### src/rtl/cam_rgb565_capture.sv
// Camera byte-stream to RGB565 word capture with frame sequencing, size checking
// and FIFO overflow detection.
//
// state      | meaning
// -----------+------------------------------------------------------------
// ST_IDLE    | disabled, waiting for i_en
// ST_SKIP    | discarding SKIP_FRAMES frames while the camera settles
// ST_WAIT_FS | armed, waiting for the next frame start
// ST_CAPTURE | assembling byte pairs into words and writing the FIFO
// ST_DROP    | word lost to a full FIFO, discarding the rest of the frame
module cam_rgb565_capture #(
    parameter int H_ACTIVE    = 320,
    parameter int V_ACTIVE    = 240,
    parameter int SKIP_FRAMES = 10
) (
    input  logic        clk,
    input  logic        i_rst,
    input  logic        i_en,
    input  logic        i_vsync,
    input  logic        i_href,
    input  logic        i_byte_vld,
    input  logic [7:0]  i_data,
    input  logic        i_fifo_full,
    input  logic        i_clr,
    output logic        o_fifo_wr_en,
    output logic [15:0] o_fifo_wr_data,
    output logic        o_fifo_rec_work_en,
    output logic        o_frame_done,
    output logic        o_frame_err,
    output logic        o_overflow
);

    localparam logic [10:0] H_LIM  = 11'(H_ACTIVE);
    localparam logic [10:0] V_LIM  = 11'(V_ACTIVE);
    localparam logic [15:0] SKIP_N = 16'(SKIP_FRAMES);

    typedef enum logic [2:0] {
        ST_IDLE,
        ST_SKIP,
        ST_WAIT_FS,
        ST_CAPTURE,
        ST_DROP
    } state_t;

    state_t      state_q;
    logic        vsync_q, vsync_prev_q;
    logic        href_q, href_prev_q;
    logic        byte_vld_q;
    logic [7:0]  data_q;
    logic [15:0] skip_cnt_q;
    logic        phase_q;
    logic [7:0]  byte0_q;
    logic [10:0] pix_cnt_q;
    logic [10:0] line_cnt_q;
    logic        wr_en_q;
    logic [15:0] wr_data_q;
    logic        work_en_q;
    logic        done_q;
    logic        err_q;
    logic        ovf_q;

    logic        frame_start, frame_end, href_fall;
    logic        in_capture, byte_in, word_done, odd_tail;
    logic [10:0] pix_next, line_next;
    logic        line_bad, frame_bad, err_set, ovf_set;

    // Edge detection runs on the registered copies of the camera inputs.
    assign frame_start = vsync_prev_q & ~vsync_q;
    assign frame_end   = ~vsync_prev_q & vsync_q;
    assign href_fall   = href_prev_q & ~href_q;

    assign in_capture = (state_q == ST_CAPTURE);
    assign byte_in    = in_capture & byte_vld_q & href_q;
    assign word_done  = byte_in & phase_q;
    assign odd_tail   = phase_q & ~word_done;

    // The completing word counts toward the line before the line-size check.
    assign pix_next  = (word_done && pix_cnt_q != 11'h7FF) ? pix_cnt_q + 11'd1 : pix_cnt_q;
    assign line_next = (href_fall && line_cnt_q != 11'h7FF) ? line_cnt_q + 11'd1 : line_cnt_q;

    assign line_bad  = href_fall & ((pix_next != H_LIM) | odd_tail);
    assign frame_bad = frame_end & (line_next != V_LIM);
    assign err_set   = in_capture & (line_bad | frame_bad);
    assign ovf_set   = word_done & i_fifo_full;

    always_ff @(posedge clk) begin
        if (i_rst) begin
            state_q      <= ST_IDLE;
            vsync_q      <= 1'b0;
            vsync_prev_q <= 1'b0;
            href_q       <= 1'b0;
            href_prev_q  <= 1'b0;
            byte_vld_q   <= 1'b0;
            data_q       <= 8'h00;
            skip_cnt_q   <= 16'h0000;
            phase_q      <= 1'b0;
            byte0_q      <= 8'h00;
            pix_cnt_q    <= 11'h000;
            line_cnt_q   <= 11'h000;
            wr_en_q      <= 1'b0;
            wr_data_q    <= 16'h0000;
            work_en_q    <= 1'b0;
            done_q       <= 1'b0;
            err_q        <= 1'b0;
            ovf_q        <= 1'b0;
        end else begin
            vsync_q      <= i_vsync;
            vsync_prev_q <= vsync_q;
            href_q       <= i_href;
            href_prev_q  <= href_q;
            byte_vld_q   <= i_byte_vld;
            data_q       <= i_data;

            wr_en_q   <= 1'b0;
            done_q    <= 1'b0;
            work_en_q <= in_capture;
            // Set beats clear when both land in the same cycle.
            err_q     <= err_set | (err_q & ~i_clr);
            ovf_q     <= ovf_set | (ovf_q & ~i_clr);

            case (state_q)
                ST_IDLE: begin
                    phase_q    <= 1'b0;
                    pix_cnt_q  <= 11'h000;
                    line_cnt_q <= 11'h000;
                    if (i_en) begin
                        skip_cnt_q <= SKIP_N;
                        state_q    <= (SKIP_N == 16'h0000) ? ST_WAIT_FS : ST_SKIP;
                    end
                end

                ST_SKIP: begin
                    if (!i_en) begin
                        state_q <= ST_IDLE;
                    end else if (frame_start) begin
                        skip_cnt_q <= skip_cnt_q - 16'd1;
                        if (skip_cnt_q == 16'd1) begin
                            state_q <= ST_WAIT_FS;
                        end
                    end
                end

                ST_WAIT_FS: begin
                    phase_q    <= 1'b0;
                    pix_cnt_q  <= 11'h000;
                    line_cnt_q <= 11'h000;
                    if (!i_en) begin
                        state_q <= ST_IDLE;
                    end else if (frame_start) begin
                        state_q <= ST_CAPTURE;
                    end
                end

                ST_CAPTURE: begin
                    if (frame_end) begin
                        done_q     <= 1'b1;
                        phase_q    <= 1'b0;
                        pix_cnt_q  <= 11'h000;
                        line_cnt_q <= 11'h000;
                        state_q    <= i_en ? ST_WAIT_FS : ST_IDLE;
                    end else begin
                        if (byte_in) begin
                            if (!phase_q) begin
                                byte0_q <= data_q;
                                phase_q <= 1'b1;
                            end else begin
                                phase_q <= 1'b0;
                                if (i_fifo_full) begin
                                    state_q <= ST_DROP;
                                end else begin
                                    wr_en_q   <= 1'b1;
                                    wr_data_q <= {byte0_q, data_q};
                                    pix_cnt_q <= pix_next;
                                end
                            end
                        end
                        if (href_fall) begin
                            phase_q    <= 1'b0;
                            pix_cnt_q  <= 11'h000;
                            line_cnt_q <= line_next;
                        end
                    end
                end

                ST_DROP: begin
                    phase_q <= 1'b0;
                    if (frame_end) begin
                        pix_cnt_q  <= 11'h000;
                        line_cnt_q <= 11'h000;
                        state_q    <= i_en ? ST_WAIT_FS : ST_IDLE;
                    end
                end

                default: state_q <= ST_IDLE;
            endcase
        end
    end

    assign o_fifo_wr_en       = wr_en_q;
    assign o_fifo_wr_data     = wr_data_q;
    assign o_fifo_rec_work_en = work_en_q;
    assign o_frame_done       = done_q;
    assign o_frame_err        = err_q;
    assign o_overflow         = ovf_q;

endmodule

### config.mk
export PLATFORM = sky130hd
export DESIGN_NAME = cam_rgb565_capture
export DESIGN_NICKNAME = d
export VERILOG_FILES = /design/src/rtl/cam_rgb565_capture.sv
export SDC_FILE = /design/constraint.sdc
export NUM_CORES = 1
export LEC_CHECK = 0
export ABC_AREA = 0
export CORE_MARGIN = 2
export CORE_UTILIZATION = 61
export CTS_CLUSTER_DIAMETER = 60
export CTS_CLUSTER_SIZE = 16
export DETAILED_ROUTE_END_ITERATION = 7
export GPL_TIMING_DRIVEN = 1
export PLACE_DENSITY_LB_ADDON = 0.25
export SYNTH_ARGS = -nofsm -noshare
export SYNTH_HDL_FRONTEND = slang
export SYNTH_SLANG_ARGS = --single-unit
### constraint.sdc
create_clock -name clk -period 3.5 [get_ports clk]
set_input_delay 0.875 -clock clk [delete_from_list [all_inputs] [get_ports clk]]
set_output_delay 0.875 -clock clk [all_outputs]
set_load 0.02 [all_outputs]
==> results of run 1 <==
## final cells by class
class	count	share of cell area
sequential	84	0.369
multi-input combinational	359	0.468
clock buffer	9	0.0272
tap	77	0.0212
inverter	6	0.00495
clock inverter	7	0.0179
timing repair buffer	44	0.0912
## flip-flops by register name, indices dropped and copies added, names as in the netlist
signal / count
o_fifo_wr_data: 16
skip_cnt_q: 16
line_cnt_q: 11
pix_cnt_q: 11
byte0_q: 8
data_q: 8
state_q: 3
byte_vld_q: 1
href_prev_q: 1
href_q: 1
o_fifo_rec_work_en: 1
o_fifo_wr_en: 1
o_frame_done: 1
o_frame_err: 1
o_overflow: 1
phase_q: 1
vsync_prev_q: 1
vsync_q: 1
## cell usage in the layout, fill, tap and decap left out, types with 3 or more instances in the layout
master / count
a21oi_1: 42
xor2_1: 7
and3_1: 3
nand4_1: 9
clkbuf_8: 9
nand3_1: 14
inv_1: 6
buf_4: 8
nor2b_1: 18
nand4b_1: 3
xnor2_1: 11
nor4_1: 3
a31oi_1: 7
or4_1: 3
clkinvlp_4: 3
nor2_1: 51
nor3_1: 15
a211oi_1: 4
dfxtp_1: 84
clkdlybuf4s50_1: 35
or3_1: 10
a41oi_1: 3
a311oi_1: 5
nand2b_1: 5
mux2i_1: 9
o21ai_0: 21
a21o_1: 3
and4_1: 3
nor4b_1: 3
ha_1: 4
nand2_1: 63
## worst max-delay path: cells and delay by family
kind / cells / cell delay, ns
and+or+nand+nor: 3 / 0.95
buffers and inverters: 1 / 0.56
AOI/OAI and AO/OA: 2 / 0.67
## stage by stage
step | hold slack (ns) | cells
6_report | 0.458 | 586
5_1_grt | 0.469 | 586
4_1_cts | 0.460 | 586
3_5_place_dp | 0.444 | 570
3_3_place_gp | 0.438 | 570
2_1_floorplan | 0.431 | 476
## power groups by stage
stage          combinational, mW  sequential [mW]  clock (mW)
2_1_floorplan              0.266             1.06           0
3_3_place_gp               0.335             1.07           0
3_5_place_dp               0.348             1.07           0
4_1_cts                    0.351             1.05       0.725
5_1_grt                    0.400             1.05       0.761
6_report                   0.358             1.05       0.715
## kinds of logic after synthesis
group	Yosys count
xor+xnor	18
compound gates	109
flops	84
simple gates	219
fa+ha+maj	4
mux	9
buf+inv	33
## worst max-delay path by stage
stage	startpoint	end	slack, ns	cells past startpoint
2_1_floorplan	i_rst	o_frame_err$_SDFF_PP0_	1.11	7
6_report	i_en	skip_cnt_q[5]$_SDFFE_PP0P_	0.71	6
5_1_grt	i_en	skip_cnt_q[5]$_SDFFE_PP0P_	0.56	6
3_5_place_dp	i_en	skip_cnt_q[5]$_SDFFE_PP0P_	0.45	6
3_3_place_gp	i_en	skip_cnt_q[5]$_SDFFE_PP0P_	0.59	6
4_1_cts	i_en	skip_cnt_q[5]$_SDFFE_PP0P_	0.78	6
## routing by layer
metal / wire length (um) / global-route usage / vias up
met5: 0 / 0 / -
met4: 224 / 0.107 / 0
met3: 490 / 0.0570 / 23
met2: 4570 / 0.438 / 117
met1: 4070 / 0.350 / 1726
li1: - / - / 1757
==> metrics.md, run 1 <==
| Metric | Value |
|---|---|
| Dpl cell area | 4350 um2 |
| Pre-CTS setup slack | 0.454 ns |
| IO buf count | 36 |
| Die Ht | 84.5 um |
| FF/Latch Area | 1680 um2 |
| Grt total ovfl | 0 |
| Worst hold stages | 2 |
| Synthesis-to-layout area growth | 15.3% |
| Setup TNS | 0 ns |
| Iter 0 DRT Violations | 265 |
| Top_reg_cell synth | dfxtp_1 |
| Final WL | 9360 um |
| Die area | 7130 um2 |
| Worst setup EP type | flip-flop |
| Maxcap violations | 0 |
| Dominant cells by area after synthesis | dfxtp_1, nand2_1, a21oi_1, nor2_1, nor2b_1 |
| WS Path Type | in2reg |
| Power consumption | 2.12 mW |
| Post-CTS Hold Fix Bufs | 0 |
| Yosys cell types | 65 |
| Worst hold path class | reg2reg |
| Fraction of the mapped netlist area in compound gates | 0.178 |
| Worst reg2reg endpoint | o_frame_err$_SDFF_PP0_ |
| TritonCTS Buffers | 9 |
| GRT Util Overall | 0.268 |
| Ys async rst share | 0 |
| WHS Endpoint | o_fifo_wr_data[15]$_SDFFE_PP0P_ |
| Max Clock Skew | 0.0103 ns |
| Worst slew pin tran | 0.896 ns |
| Vias per inst | 6.18 |
| Post-CTS Repair Setup Buffers | 0 |
| Yosys synthesis warning count | 0 |
| CTS Root Cell | clkbuf_8 |
| Slowest stage delay, CP | 0.56 ns |
| Syn_nets | 496 |
| Switch Pwr | 0.628 mW |
| Lkg Pwr | 1.54 nW |
| Mux cell area share after synthesis | 0.0228 |
| RePlAce Congestion | 0.916 |
| Die Wd | 84.5 um |
| Setup crit start kind | primary input |
| Fin crit share | 0.797 |
| R2R depth | 6 |
| Post-CTS sizing | 0 |
| Initial Utilization | 0.625 |
| Worst R2R Start | state_q[1]$_SDFFE_PP0P_ |
| Share of Yosys cell area claimed by the top area cell type | 0.426 |
| EDFF count, synth | 0 |
| Number of global-route vias before repair | 3275 |
| Req. time, crit path | 3.77 ns |
| Area of the multi-input gates | 2130 um2 |
| Post-Syn Area | 3950 um2 |
| First-pass GRT wire length | 15700 um |
| Post-Synth XOR/XNOR Area | 0.0399 |
| Clock sinks | 84 |
| Initial antenna violation count | 0 |
| #FFs+latches synth | 84 |
| Synth Area per Inst | 8.30 um2 |
| Final net count | 524 |
| Cell row count | 29 |
| Final Hold Vio Count | 0 |
| RSZ-0062 raised after global routing | no |
| WL/cell | 16.0 um |
| Sequential share of power | 0.494 |
| CTS tree | done |
| DRC Markers | 0 |
| VDD IR-drop max | 0.000369 V |
| FF-to-FF setup slack | 0.85 ns |
| Final min period | 2.79 ns |
| Crit-path max FO | 9 |
| Layout cells sized above 1 | 0.0747 |
| I/O pin count | 37 |
| Pins Over Slew Limit | 0 |
| Final WS setup | 0.711 ns |
| Core footprint | 6310 um2 |
| Post-layout util | 0.721 |
| CTS H-tree lvls | 3 |
| Final setup fails | 0 |
| N_diodes | 0 |
| Worst Path Arrival | 3.06 ns |
| Yosys top cell by area | dfxtp_1 |
| Cell Pwr Density | 466 nW/um2 |
| Most common cell in the netlist | dfxtp_1 |
| Main combinational cell family by area after synthesis | simple AND/OR/NAND/NOR gates |
| Filler Cells Inserted | 505 |
| Hold path startpoint | o_fifo_wr_data[15]$_SDFFE_PP0P_ |
| Sequential-to-total area share from yosys stat | 0.426 |
| Share of total power in the clock network | 0.337 |
| Worst path cell trace | clkdlybuf4s50_1 > nor3b_1 > a21boi_2 > nand2_1 > or3_2 > a21oi_1 |
| CTS Buffer Depth | 2 |
| DP Wirelength | 6280 um |
| Clock slew at reported path FFs | 0.09 ns |
| Max stage delay cell, worst path | clkdlybuf4s50_1 |
| Cells after Synth | 476 |
| Vias | 3623 |
| Largest net degree at the start of global routing | 72 |
| Top cells by count, synth | dfxtp_1, nand2_1, nor2_1 |
| Logic pwr share | 0.169 |
| Worst skew pair latency | 0.36 ns |
| Synth Area in Adders | 0.0127 |
| Final instance area | 4550 um2 |
| Antenna-violating nets left | 0 |
| Synth Area in Simple Gates | 0.286 |
| Status | finished, final reports clean |
| Sw frac | 0.296 |
| Slew HR | 0.399 |
| FMAX | 359 MHz |
| Pre-Repair DR Iteration Count | 6 |
| Internal power | 1.49 mW |
Power figures use the tool's default switching activity.
==> run 2, diff against run 1 <==
--- a/config.mk
+++ b/config.mk
@@ -7,7 +7,7 @@
 export LEC_CHECK = 0
 export ABC_AREA = 0
 export CORE_MARGIN = 2
-export CORE_UTILIZATION = 61
+export CORE_UTILIZATION = 51
 export CTS_CLUSTER_DIAMETER = 60
 export CTS_CLUSTER_SIZE = 16
 export DETAILED_ROUTE_END_ITERATION = 7
==> constraint.sdc (replaced) <==
create_clock -name clk -period 2.55 [get_ports clk]
set_input_delay 0.6375 -clock clk [delete_from_list [all_inputs] [get_ports clk]]
set_output_delay 0.6375 -clock clk [all_outputs]
set_load 0.02 [all_outputs]
==> metrics.md, run 2 (synthesis gave the netlist of run 1 again) <==
| Metric | Value |
|---|---|
| Worst skew pair latency | 0.37 ns (about the same) |
| Synthesis-to-layout area growth | 19.6% |
| CTS H-tree lvls | 3 (unchanged) |
| Critical path depth | 6 (unchanged) |
| CTS Buffer Depth | 2 (unchanged) |
| Cell row count | 32 (+10%) |
| DRC Markers | 0 (unchanged) |
| Busiest metal layer after global routing | met2 |
| Initial Utilization | 0.519 (-0.106) |
| Max stage delay cell, worst path | or4_1 |
| GRT Util Overall | 0.216 (-0.0523) |
| M1 GR Usage | 0.295 (-0.0545) |
| Top Family by Delay on Critical Path | simple AND/OR/NAND/NOR gates |
| Die Ht | 92.0 um (+8.9%) |
| Post-CTS sizing | 0 (unchanged) |
| Initial antenna violation count | 0 (unchanged) |
| Worst hold path class | reg2reg |
| IO buf count | 36 (unchanged) |
| WS Path Type | reg2reg |
| DP Wirelength | 6030 um (-4.0%) |
| Final Hold Vio Count | 0 (unchanged) |
| Clock slew at reported path FFs | 0.10 ns (about the same) |
| Met3 Usage GRT | 0.0518 (-0.00526) |
| Post-CTS Hold Fix Bufs | 0 (unchanged) |
| Cell Pwr Density | 604 nW/um2 (+30%) |
| Worst path cell trace | nand3_1 > or2_1 > nor2_1 > a41oi_1 > or4_1 > a21o_1 |
| First-pass GRT wire length | 14900 um (-4.9%) |
| Most frequent cells in the layout | dfxtp_1, nand2_1, nor2_1, a21oi_1, clkdlybuf4s50_1 |
| Final instance area | 4720 um2 (+3.7%) |
| Final WL | 8650 um (-7.5%) |
| Layout cells sized above 1 | 0.110 (+0.0350) |
| Slowest stage delay, CP | 0.54 ns (-0.02 ns) |
| Setup crit start kind | flip-flop |
| Lkg Pwr | 1.64 nW (+6.4%) |
| Status | finished, final reports clean |
| I/O pin count | 37 (unchanged) |
| N_diodes | 0 (unchanged) |
| Worst setup EP type | flip-flop |
| CTS tree | done |
| Clock sinks | 84 (unchanged) |
| Number of global-route vias before repair | 3226 (-1.5%) |
| Dpl cell area | 4530 um2 (+4.2%) |
| CTS Root Cell | clkbuf_8 |
| Antenna-violating nets left | 0 (unchanged) |
| Worst Path Arrival | 2.62 ns (-0.44 ns) |
| Post-layout util | 0.621 (-0.100) |
| Die Wd | 92.0 um (+8.9%) |
| Non-filler instance count after layout | 631 (+7.7%) |
| FMAX | 425 MHz |
| RePlAce Congestion | 0.939 (+2.6%) |
| Post-CTS Repair Setup Buffers | 0 (unchanged) |
| Final setup fails | 0 (unchanged) |
| Worst reg2reg endpoint | o_frame_err$_SDFF_PP0_ |
| Placed cell count | 615 (+7.9%) |
| WP buf/inv | 0 (-1) |
| Pins Over Slew Limit | 0 (unchanged) |
| Fin crit share | 0.923 |
| Final net count | 544 (+3.8%) |
| Req. time, crit path | 2.81 ns (-0.96 ns) |
| WL/cell | 13.7 um (-14%) |
| Crit path launch | href_q$_SDFF_PP0_ |
| Worst slew pin tran | 0.728 ns (-0.168 ns) |
| Vias per inst | 5.57 (-9.9%) |
| Grt total ovfl | 0 (unchanged) |
| Critical path endpoint | o_frame_err$_SDFF_PP0_ |
| TritonCTS Buffers | 9 (unchanged) |
| R2R depth | 6 (unchanged) |
| Max Clock Skew | 0.0156 ns (+0.00528 ns) |
| Met2 Resource Use GR | 0.341 (-0.0967) |
| Iter 0 DRT Violations | 274 (+3.4%) |
| Vias | 3515 (-3.0%) |
| Worst R2R Start | href_q$_SDFF_PP0_ |
| RSZ-0062 raised after global routing | no |
| Pre-Repair DR Iteration Count | 4 (-2) |
| Crit-path max FO | 9 (unchanged) |
| Core footprint | 7610 um2 (+20%) |
| Slew HR | 0.515 (+0.115) |
| Die area | 8460 um2 (+19%) |
| VDD IR-drop max | 0.000261 V (-29%) |
| Largest net degree at the start of global routing | 72 (unchanged) |
| Final min period | 2.35 ns |
| Maxcap violations | 0 (unchanged) |
| FF-to-FF setup slack | 0.20 ns (-0.65 ns) |
| Most common cell after layout, fill and taps aside | dfxtp_1 |
[run 2: worst min path at each step]
stage                                       start                               to  depth (start not counted)
final                     byte0_q[4]$_SDFFE_PP0P_  o_fifo_wr_data[12]$_SDFFE_PP0P_                          2
after global routing      byte0_q[4]$_SDFFE_PP0P_  o_fifo_wr_data[12]$_SDFFE_PP0P_                          2
after CTS                 byte0_q[4]$_SDFFE_PP0P_  o_fifo_wr_data[12]$_SDFFE_PP0P_                          2
after detailed placement  byte0_q[6]$_SDFFE_PP0P_  o_fifo_wr_data[14]$_SDFFE_PP0P_                          2
after global placement    byte0_q[6]$_SDFFE_PP0P_  o_fifo_wr_data[14]$_SDFFE_PP0P_                          2
after floorplan           byte0_q[2]$_SDFFE_PP0P_  o_fifo_wr_data[10]$_SDFFE_PP0P_                          2
[run 2: where the power goes]
group / internal [mW] / switching (mW) / total [mW] / leakage, nW
registers: 1.38 / 0.0568 / 1.43 / 0.682
logic: 0.227 / 0.272 / 0.499 / 0.865
clock network: 0.377 / 0.545 / 0.921 / 0.0911
total: 1.98 / 0.873 / 2.85 / 1.64
[run 2: stage by stage]
step	power [mW]	hold WS [ns]	setup WS, ns	setup TNS, ns
6_report	2.85	0.455	0.195	0
5_1_grt	3.00	0.478	0.0125	0
4_1_cts	2.88	0.458	0.210	0
3_5_place_dp	1.96	0.446	-0.00930	-0.00930
3_3_place_gp	1.94	0.437	0.0133	0
2_1_floorplan	1.81	0.431	0.247	0
[run 2: layout make-up]
cell class                 instances  area [um2]
tap                              102         128
clock inverter                     7        68.8
fill                             666        2890
inverter                           6        22.5
clock buffer                       9         124
multi-input combinational        359        2130
sequential                        84        1680
timing repair buffer              64         566
[run 2: layer usage]
metal,part of all wire,vias to the layer above
met4,0.018,0
met3,0.046,16
met1,0.48,1625
li1,-,1801
met5,0,-
met2,0.46,73
[run 2: worst reg2reg max path, delay by kind of cell, from the launching register on]
| kind | cells | cell delay (ns) |
|---|---|---|
| AND/OR/NAND/NOR | 4 | 1.42 |
| flip-flops | 1 | 0.46 |
| AO/OA/AOI/OAI | 2 | 0.37 |
